$ cat config.mk
export PLATFORM = sky130hd
export DESIGN_NAME = medidor_faixa_multi
export DESIGN_NICKNAME = d
export VERILOG_FILES = /design/src/rtl/medidor_faixa_multi.sv
export SDC_FILE = /design/constraint.sdc
export NUM_CORES = 1
export LEC_CHECK = 0
export ABC_AREA = 1
export ABC_CLOCK_PERIOD_IN_PS = 2700
export CORE_MARGIN = 5
export CORE_UTILIZATION = 40
export CTS_CLUSTER_DIAMETER = 30
export CTS_CLUSTER_SIZE = 12
export DETAILED_ROUTE_END_ITERATION = 8
export REMOVE_ABC_BUFFERS = 1
export SETUP_SLACK_MARGIN = 0.4
export SYNTH_ARGS = -nofsm -noshare
export SYNTH_HDL_FRONTEND = slang
export SYNTH_SLANG_ARGS = --single-unit
$ cat constraint.sdc
create_clock -name clock -period 2.7 [get_ports clock]
set_clock_uncertainty 0.1 [all_clocks]
set_input_delay 0.81 -clock clock [delete_from_list [all_inputs] [get_ports clock]]
set_output_delay 0.81 -clock clock [all_outputs]
set_load 0.03 [all_outputs]
$ cat src/rtl/medidor_faixa_multi.sv
// medidor_faixa_multi
//   Round-robin range meter for N_CH ultrasonic sensors. Each channel gets a
//   trigger pulse, its echo is timed and converted to centimetres, and the
//   result is checked against a per-channel window with hysteresis. Each
//   result is published on a one-cycle valid strobe.
//
// Ports
//   clock, reset_n        system clock, asynchronous active-low reset
//   medir                 start one sweep of all channels (sampled in INICIAL)
//   continuo              sweep repeatedly while high
//   upperL, lowerL        window limits, channel i at [i*WIDTH +: WIDTH]
//   echo                  raw asynchronous echo inputs
//   trigger               trigger pulses, at most one high at a time
//   medida, medida_canal  last result (cm) and its channel
//   medida_valida, erro   result strobe, timeout strobe
//   dentro, acertou       per-channel inside-window flags, registered AND
//   db_estado             FSM state code
module medidor_faixa_multi #(
    parameter int unsigned N_CH            = 2,
    parameter int unsigned WIDTH           = 12,
    parameter int unsigned TRIG_CYCLES     = 500,
    parameter int unsigned CYCLES_PER_CM   = 2941,
    parameter int unsigned TIMEOUT_CYCLES  = 1500000,
    parameter int unsigned INTERVAL_CYCLES = 3000000,
    parameter int unsigned HYST            = 2,
    localparam int unsigned CW = (N_CH > 1) ? $clog2(N_CH) : 1
) (
    input  logic                  clock,
    input  logic                  reset_n,
    input  logic                  medir,
    input  logic                  continuo,
    input  logic [N_CH*WIDTH-1:0] upperL,
    input  logic [N_CH*WIDTH-1:0] lowerL,
    input  logic [N_CH-1:0]       echo,
    output logic [N_CH-1:0]       trigger,
    output logic [WIDTH-1:0]      medida,
    output logic [CW-1:0]         medida_canal,
    output logic                  medida_valida,
    output logic                  erro,
    output logic [N_CH-1:0]       dentro,
    output logic                  acertou,
    output logic [3:0]            db_estado
);

    localparam logic [3:0] INICIAL     = 4'd0;
    localparam logic [3:0] PREPARA     = 4'd1;
    localparam logic [3:0] TRIGGER     = 4'd2;
    localparam logic [3:0] ESPERA_ECHO = 4'd3;
    localparam logic [3:0] MEDINDO     = 4'd4;
    localparam logic [3:0] ARMAZENA    = 4'd5;
    localparam logic [3:0] TIMEOUT     = 4'd6;
    localparam logic [3:0] INTERVALO   = 4'd7;
    localparam logic [3:0] PROX_CANAL  = 4'd8;

    localparam int unsigned CNT_MAX0 = (TIMEOUT_CYCLES > INTERVAL_CYCLES) ? TIMEOUT_CYCLES : INTERVAL_CYCLES;
    localparam int unsigned CNT_MAX  = (CNT_MAX0 > TRIG_CYCLES) ? CNT_MAX0 : TRIG_CYCLES;
    localparam int unsigned CNT_W    = $clog2(CNT_MAX + 1);
    localparam int unsigned SUB_W    = (CYCLES_PER_CM > 1) ? $clog2(CYCLES_PER_CM) : 1;

    localparam logic [SUB_W-1:0] SUB_LAST = SUB_W'(CYCLES_PER_CM - 1);
    localparam logic [WIDTH-1:0] CM_MAX   = {{(WIDTH-1){1'b1}}, 1'b0};
    localparam logic signed [WIDTH+1:0] HYST_S = (WIDTH+2)'(HYST);

    logic [N_CH-1:0]  echo_s1_q, echo_s2_q;
    logic [3:0]       state_q, state_d;
    logic [CW-1:0]    canal_q, canal_d;
    logic [CNT_W-1:0] cnt_q, cnt_d;
    logic [SUB_W-1:0] sub_q, sub_d;
    logic [WIDTH-1:0] cm_q, cm_d;
    logic [WIDTH-1:0] medida_q, medida_d;
    logic [CW-1:0]    mcanal_q, mcanal_d;
    logic             valida_q, valida_d;
    logic             erro_q, erro_d;
    logic [N_CH-1:0]  dentro_q, dentro_d;
    logic             acertou_q;

    logic             echo_cur;
    logic [SUB_W-1:0] sub_inc;
    logic [WIDTH-1:0] cm_inc;
    logic signed [WIDTH+1:0] m_s, lo_s, up_s;
    logic             dentro_next;

    assign echo_cur = echo_s2_q[canal_q];

    // One echo-high clock: advance the sub-counter, carry into cm (saturating).
    always_comb begin
        sub_inc = sub_q + SUB_W'(1);
        cm_inc  = cm_q;
        if (sub_q == SUB_LAST) begin
            sub_inc = '0;
            cm_inc  = (cm_q == CM_MAX) ? cm_q : cm_q + WIDTH'(1);
        end
    end

    // Window check in WIDTH+2 signed bits so limit +/- HYST never wraps.
    always_comb begin
        m_s  = $signed({2'b00, cm_q});
        lo_s = $signed({2'b00, lowerL[canal_q*WIDTH +: WIDTH]});
        up_s = $signed({2'b00, upperL[canal_q*WIDTH +: WIDTH]});
        if (lo_s > up_s)
            dentro_next = 1'b0;
        else if (m_s >= lo_s && m_s <= up_s)
            dentro_next = 1'b1;
        else if (m_s < lo_s - HYST_S || m_s > up_s + HYST_S)
            dentro_next = 1'b0;
        else
            dentro_next = dentro_q[canal_q];
    end

    always_comb begin
        state_d  = state_q;
        canal_d  = canal_q;
        cnt_d    = cnt_q;
        sub_d    = sub_q;
        cm_d     = cm_q;
        medida_d = medida_q;
        mcanal_d = mcanal_q;
        valida_d = 1'b0;
        erro_d   = 1'b0;
        dentro_d = dentro_q;
        case (state_q)
            INICIAL: begin
                if (medir || continuo) begin
                    state_d = PREPARA;
                    canal_d = '0;
                end
            end
            PREPARA: begin
                cnt_d   = '0;
                sub_d   = '0;
                cm_d    = '0;
                state_d = TRIGGER;
            end
            TRIGGER: begin
                if (cnt_q == CNT_W'(TRIG_CYCLES - 1)) begin
                    cnt_d   = '0;
                    state_d = ESPERA_ECHO;
                end else begin
                    cnt_d = cnt_q + CNT_W'(1);
                end
            end
            ESPERA_ECHO: begin
                // The rise cycle itself is the first echo-high clock.
                if (echo_cur) begin
                    cnt_d   = CNT_W'(1);
                    sub_d   = sub_inc;
                    cm_d    = cm_inc;
                    state_d = MEDINDO;
                end else if (cnt_q == CNT_W'(TIMEOUT_CYCLES - 1)) begin
                    state_d = TIMEOUT;
                end else begin
                    cnt_d = cnt_q + CNT_W'(1);
                end
            end
            MEDINDO: begin
                if (!echo_cur) begin
                    state_d = ARMAZENA;
                end else if (cnt_q >= CNT_W'(TIMEOUT_CYCLES - 1)) begin
                    state_d = TIMEOUT;
                end else begin
                    cnt_d = cnt_q + CNT_W'(1);
                    sub_d = sub_inc;
                    cm_d  = cm_inc;
                end
            end
            ARMAZENA: begin
                medida_d          = cm_q;
                mcanal_d          = canal_q;
                valida_d          = 1'b1;
                dentro_d[canal_q] = dentro_next;
                cnt_d             = '0;
                state_d           = INTERVALO;
            end
            TIMEOUT: begin
                medida_d          = '1;
                mcanal_d          = canal_q;
                valida_d          = 1'b1;
                erro_d            = 1'b1;
                dentro_d[canal_q] = 1'b0;
                cnt_d             = '0;
                state_d           = INTERVALO;
            end
            INTERVALO: begin
                if (cnt_q == CNT_W'(INTERVAL_CYCLES - 1))
                    state_d = PROX_CANAL;
                else
                    cnt_d = cnt_q + CNT_W'(1);
            end
            PROX_CANAL: begin
                if (canal_q != CW'(N_CH - 1)) begin
                    canal_d = canal_q + CW'(1);
                    state_d = PREPARA;
                end else if (continuo) begin
                    canal_d = '0;
                    state_d = PREPARA;
                end else begin
                    state_d = INICIAL;
                end
            end
            default: state_d = INICIAL;
        endcase
    end

    always_ff @(posedge clock or negedge reset_n) begin
        if (!reset_n) begin
            echo_s1_q <= '0;
            echo_s2_q <= '0;
            state_q   <= INICIAL;
            canal_q   <= '0;
            cnt_q     <= '0;
            sub_q     <= '0;
            cm_q      <= '0;
            medida_q  <= '0;
            mcanal_q  <= '0;
            valida_q  <= 1'b0;
            erro_q    <= 1'b0;
            dentro_q  <= '0;
            acertou_q <= 1'b0;
        end else begin
            echo_s1_q <= echo;
            echo_s2_q <= echo_s1_q;
            state_q   <= state_d;
            canal_q   <= canal_d;
            cnt_q     <= cnt_d;
            sub_q     <= sub_d;
            cm_q      <= cm_d;
            medida_q  <= medida_d;
            mcanal_q  <= mcanal_d;
            valida_q  <= valida_d;
            erro_q    <= erro_d;
            dentro_q  <= dentro_d;
            acertou_q <= &dentro_q;
        end
    end

    // Decoded from the state register so an async reset drops it at once.
    always_comb begin
        trigger = '0;
        if (state_q == TRIGGER)
            trigger[canal_q] = 1'b1;
    end

    assign medida        = medida_q;
    assign medida_canal  = mcanal_q;
    assign medida_valida = valida_q;
    assign erro          = erro_q;
    assign dentro        = dentro_q;
    assign acertou       = acertou_q;
    assign db_estado     = state_q;

endmodule

After elaboration in Yosys (flattened, before gate mapping)
Cells that the tools add are included.
{"block": "totals", "elab_cells": 118, "register_bits": 73}
{"block": "op_classes", "n_shift": 2, "order_cmp": 8, "eq_ne": 23, "multipliers": 1, "mux": 47, "bitwise": 2, "addsub": 6, "n_reduce_logical": 16}
{"operator": "22-bit two-way mux", "n": 6}
{"operator": "22-bit case mux with 5 select lines", "n": 1}
{"operator": "12-bit two-way mux", "n": 9}
{"operator": "12-bit case mux with 3 select lines", "n": 2}
{"operator": "24-bit by 6-bit indexed part select with 12-bit output", "n": 2}
{"operator": "4-bit case mux with 8 select lines", "n": 1}
{"operator": "4-bit two-way mux", "n": 7}
{"operator": "12-bit by 1-bit adder with 12-bit output (second input constant)", "n": 2}
{"operator": "12-bit == test (second input constant)", "n": 2}
{"operator": "12-bit case mux with 2 select lines", "n": 1}
{"operator": "22-bit by 1-bit adder with 22-bit output (second input constant)", "n": 1}
{"operator": "22-bit by 21-bit == test with 1-bit output (second input constant)", "n": 1}
{"operator": "22-bit == test (second input constant)", "n": 1}
{"operator": "22-bit by 9-bit == test with 1-bit output (second input constant)", "n": 1}
{"operator": "22-bit by 21-bit greater-or-equal comparator with 1-bit output (second input constant)", "n": 1}
{"operator": "4-bit by 3-bit == test with 1-bit output (second input constant)", "n": 4}
{"operator": "1-bit two-way mux", "n": 15}
{"operator": "2-bit inequality test (second input constant)", "n": 7}
{"operator": "12-bit by 2-bit adder with 13-bit output (second input constant)", "n": 1}
{"operator": "12-bit by 13-bit greater-than comparator with 1-bit output", "n": 1}
{"operator": "13-bit less-than comparator", "n": 1}
{"operator": "12-bit by 2-bit subtractor with 13-bit output (second input constant)", "n": 1}
{"operator": "12-bit greater-or-equal comparator", "n": 1}
{"operator": "12-bit greater-than comparator", "n": 1}
{"operator": "27 further kinds", "n": 35}

Depth between registers and ports, before layout
{"block": "logic_depth", "depth_word": 10, "ltp_mapped": 23, "depth_no_buf": 21}

Least setup slack after synthesis
Ideal clock, no wire load.
{"block": "synth_timing", "path_kind": "in2reg", "startpoint": "in lowerL[13]", "endpoint": "reg dentro_q[1], in the netlist dentro[1]", "arrival_time_ps": 2693, "setup_slack_ps": -213, "t_required_ps": 2480, "stages": 20, "setup_ps": 120, "cell_sequence": "nand2_1 > nand2_1 > inv_1 > ha_1 > nand2_1 > nor2_2 > nand3_1 > nor2_1 > nand2_1 > nor3_2 > xor2_1 > ha_1 > a21oi_1 > nand2_1 > inv_1 > nand2_1 > nand3_1 > nand2_1 > nand3_1 > nand2_1"}
{"block": "synth_between", "elab_chain_cells": 9}
{"element": "start: declaration", "line_no": "33", "text": "input logic [N_CH*WIDTH-1:0] lowerL,"}
{"element": "24-bit by 6-bit indexed part select with 12-bit output (*)", "line_no": "98", "text": "lo_s = $signed({2'b00, lowerL[canal_q*WIDTH +: WIDTH]});"}
{"element": "12-bit by 2-bit subtractor with 13-bit output", "line_no": "104", "text": "else if (m_s < lo_s - HYST_S || m_s > up_s + HYST_S)"}
{"element": "13-bit less-than comparator", "line_no": "104"}
{"element": "1-bit logical OR", "line_no": "104"}
{"element": "1-bit two-way mux", "line_no": "104"}
{"element": "1-bit two-way mux", "line_no": "102", "text": "else if (m_s >= lo_s && m_s <= up_s)"}
{"element": "1-bit two-way mux (*)", "line_no": "100", "text": "if (lo_s > up_s)"}
{"element": "2-bit bitwise mux (*)", "line_no": "170", "text": "dentro_d[canal_q] = dentro_next;"}
{"element": "2-bit case mux with 2 select lines (*)", "line_no": "121", "text": "case (state_q)"}
{"element": "end signal: assignment", "line_no": "231", "text": "dentro_q <= dentro_d;"}
{"element": "end: declaration", "line_no": "74", "text": "logic [N_CH-1:0] dentro_q, dentro_d;"}
Mark *: on every way between the ends. The rest lies on a longest branch, timed or not.
A chain may end at the register's enable or synchronous reset.

Final worst setup path
{"block": "layout_timing", "startpoint": "reg canal_q", "endpoint": "reg dentro_q[0], in the netlist dentro[0]"}
{"block": "layout_between", "elab_chain_cells": 10}
{"element": "start: declaration", "line_no": "66", "text": "logic [CW-1:0] canal_q, canal_d;"}
{"element": "start signal: assignment", "line_no": "223", "text": "canal_q <= canal_d;"}
{"element": "1-bit by 2-bit multiplier with 3-bit output", "line_no": "98, 99"}
{"element": "24-bit by 6-bit indexed part select with 12-bit output (on tied branches)", "line_no": "98, 99"}
{"element": "12-bit by 2-bit subtractor with 13-bit output or 12-bit by 2-bit adder with 13-bit output (tied branches)", "line_no": "104"}
{"element": "13-bit less-than comparator or 12-bit by 13-bit greater-than comparator with 1-bit output (tied branches)", "line_no": "104"}
{"element": "1-bit logical OR", "line_no": "104"}
{"element": "1-bit two-way mux", "line_no": "104"}
{"element": "1-bit two-way mux", "line_no": "102"}
{"element": "1-bit two-way mux", "line_no": "100"}
{"element": "2-bit bitwise mux", "line_no": "170"}
{"element": "2-bit case mux with 2 select lines (*)", "line_no": "121"}
Mark *: on every way between the ends. The rest lies on a longest branch, timed or not. The select of a mux whose other input is x is not followed.

==> impl_metrics.env <==
export IMPL_reg2reg_depth=23
export IMPL_clk_latency_ns=0.34
export IMPL_cts_root_buf="clkbuf_16"
export IMPL_grt_max_degree=46
export IMPL_viasPerCell=5.000
export IMPL_dr_pass1_iters=4
export IMPL_status="finished, violations left"
export IMPL_synth_async_sr_flop_share_pct=100.0
export IMPL_dieArea_um2=20550
export IMPL_synthTopCellsByArea="dfrtp_1, nand2_1, ha_1"
export IMPL_syn_area_per_cell_um2=6.649
export IMPL_final_setup_viol_count=2
export IMPL_reg2reg_slack_ns=-0.14
export IMPL_post_dp_cell_area_um2=8533
export IMPL_p_total_uw=6004
export IMPL_ys_flop_type="dfrtp_1"
export IMPL_diodes=0
export IMPL_synth_edf_count=0
export IMPL_yosysMostFrequentCell="nand2_1"
export IMPL_syn_inst=1070
export IMPL_clock_sinks=73
export IMPL_antenna_found_initial=0
export IMPL_whs_endpoint="echo_s2_q[1]"
export IMPL_dp_hpwl_um=15710
export IMPL_drv_slew=0
export IMPL_track_usage_pct=20.37
export IMPL_worst_slew_pin_slew_ns=0.4897
export IMPL_ant_nets=0
export IMPL_timing_hold_ws_ns=0.2446
export IMPL_fin_area_um2=9366
export IMPL_hp_class="reg -> reg"
export IMPL_max_cap_violations=0
export IMPL_layout_drive_gt1_share_pct=19.38
export IMPL_layout_nets=1349
export IMPL_startpoint_type="flop"
export IMPL_ys_ff_latch=73
export IMPL_cp_max_fo=6
export IMPL_drc=0
export IMPL_cts_tree="built"
export IMPL_layout_setup_ws_ns=-0.1366
export IMPL_syn_area_um2=7114
export IMPL_fin_crit_ns=2.837
export IMPL_fin_tns_setup_ns=-0.2682
export IMPL_cts_inserted_buffers=9
export IMPL_synth_top_cells_by_count="nand2_1, inv_1, nand3_1"
export IMPL_routed_wl_um=20770
export IMPL_p_per_area_nw_per_um2=641.0
export IMPL_startpoint="canal_q"
export IMPL_failed_checks="negative setup slack"
export IMPL_die_h_um=143.4
export IMPL_hold_path_startpoint="echo_s1_q[1]"
export IMPL_path_clk_slew_ns=0.06
export IMPL_synth_distinct_cells=44
export IMPL_timing_rr_end="dentro[0]"
export IMPL_end_kind="flop"
export IMPL_path_class="reg -> reg"
export IMPL_p_leak_uw=0.004780
export IMPL_routedWlPerCell_um=14.25
export IMPL_cts_htree_levels=3
export IMPL_coreArea_um2=17360
export IMPL_fin_crit_sh_pct=105.1
export IMPL_io_pins=78
export IMPL_die_x_um=143.4
export IMPL_io_buffers=77
export IMPL_initialDrtViolationCount=476
export IMPL_rows=48
export IMPL_arrival_ns=2.96
export IMPL_vias=7290
export IMPL_syn_to_final_growth_pct=31.66
export IMPL_ir_drop_mv=0.5012
export IMPL_grt_pass1_vias=6894
export IMPL_synth_top_area_cell="dfrtp_1"
export IMPL_clock_fmax_mhz=352.5
export IMPL_ctsHoldBuffers=0
export IMPL_ys_warn_count=0
export IMPL_place_congestion=0.9727
export IMPL_rsz0062_at_grt="true"
export IMPL_hold_viol=0
export IMPL_yosysSeqAreaShare_pct=25.68
export IMPL_ctsLongestPathBuffers=2
export IMPL_dpl_cell_count=1414
export IMPL_relSlewSlack_pct=67.01
export IMPL_overflow=0
export IMPL_hold_path_depth=0
export IMPL_r2r_start="canal_q"
export IMPL_synth_top_area_share_pct=25.68
export IMPL_start_util_pct=40.99
export IMPL_grt_pass1_wl_um=34060
export IMPL_final_cells=1458
export IMPL_cp_required_ns=2.82
[per-stage QoR]
stage	setup slack (ns)	util (%)
floorplan	-0.6255	-
CTS	-0.1638	52.21
finish	-0.1366	53.96
global placement	-0.8040	49.16
global route	-0.3324	53.96
detailed placement	-0.8659	49.16
[registers in the layout, indices dropped and copies added, names as in the netlist]
register / flops
db_estado: 4
cnt_q: 22
sub_q: 12
erro: 1
echo_s1_q: 2
echo_s2_q: 2
cm_q: 12
medida_canal: 1
canal_q: 1
medida: 12
dentro: 2
acertou: 1
medida_valida: 1
[kinds of logic (layout without fill, tap and decap cells)]
group	Yosys count	count (layout)	share of synthesized area (%)
AND/OR/NAND/NOR	607	608	38.18
buffers and inverters	176	338	10.46
AO/OA/AOI/OAI	112	112	9.585
adder cells (fa/ha/maj)	67	67	11.78
flip-flops	73	73	25.68
XOR/XNOR	35	35	4.309
[area by class of cell]
class                   instances  area [um^2]
clock buffers                  10        229.0
repair buffers                176         1570
multi-input cells             822         4800
well taps                     225        281.5
flip-flops and latches         73         1828
inverters                     146        568.0
fillers                      1714         7990
clock inverters                 6        90.09
[power breakdown]
part	switching [uW]	total (uW)	internal, uW
clock network	486	1300	813
registers	154	1420	1270
logic	2120	3280	1170
[placed cells by master (no fill, tap or decap), types with 5 or more instances in the layout]
cell,Yosys,routed
dlymetal6s2s_1,0,5
dlygate4sd2_1,0,28
ha_1,67,64
nand3_2,3,5
nand2_4,3,5
nor3_1,24,22
o21ai_0,32,30
a21oi_1,26,25
o211ai_1,7,7
buf_4,3,87
nor2_1,79,64
inv_1,132,121
inv_2,12,19
dfrtp_1,73,72
nand4_1,36,36
a31oi_1,8,8
or2_2,7,6
nor2_4,3,13
buf_6,8,11
nor2_2,5,10
o21ai_2,14,16
xor2_1,32,32
o21ai_1,10,10
clkdlybuf4s50_1,0,36
nand2_1,315,298
nand2_2,11,25
clkbuf_16,0,9
nand3_1,111,107
[critical path, stage by stage (launching register included)]
cell      delay, ns
dfrtp_2        0.43
clkinv_4       0.11
buf_4          0.15
buf_4          0.12
nand2_1        0.07
nand2_2        0.09
nand2_1        0.07
nor2_1         0.04
buf_4          0.15
buf_6          0.11
xor2_1         0.13
ha_1           0.30
nand2_1        0.07
inv_1          0.05
nand4_1        0.06
nand3_1        0.12
nand2_1        0.09
nand2_1        0.06
nand2_1        0.08
nand2_1        0.06
nand3_1        0.07
nand2_1        0.06
nand3_1        0.07
nand2_1        0.05
[how the worst max path moves through the flow]
stage | end | slack (ns) | depth (start not counted)
3_3_place_gp | dentro[1] | -0.80 | 21
6_report | dentro[0] | -0.14 | 23
2_1_floorplan | dentro[0] | -0.63 | 21
5_1_grt | dentro[1] | -0.33 | 18
3_5_place_dp | dentro[1] | -0.87 | 21
4_1_cts | dentro[0] | -0.16 | 21
[what timing repair did]
item | 4_1_cts | 5_1_grt
gates resized for setup | 85 | 67
buffers inserted | 17 | 10
endpoints found under the setup margin | 20 | 53
pin swaps | 49 | 50
cloned | 0 | 1
[metal layers]
| layer | wire length [um] | vias to the layer above | GRT usage (%) |
|---|---|---|---|
| met5 | 0 | - | 0 |
| met4 | 358 | 0 | 6.095 |
| met3 | 989 | 28 | 2.629 |
| met2 | 9901 | 174 | 34.58 |
| met1 | 9523 | 3283 | 27.17 |
| li1 | - | 3805 | - |
No activity file was read; power rests on OpenSTA's default activity.
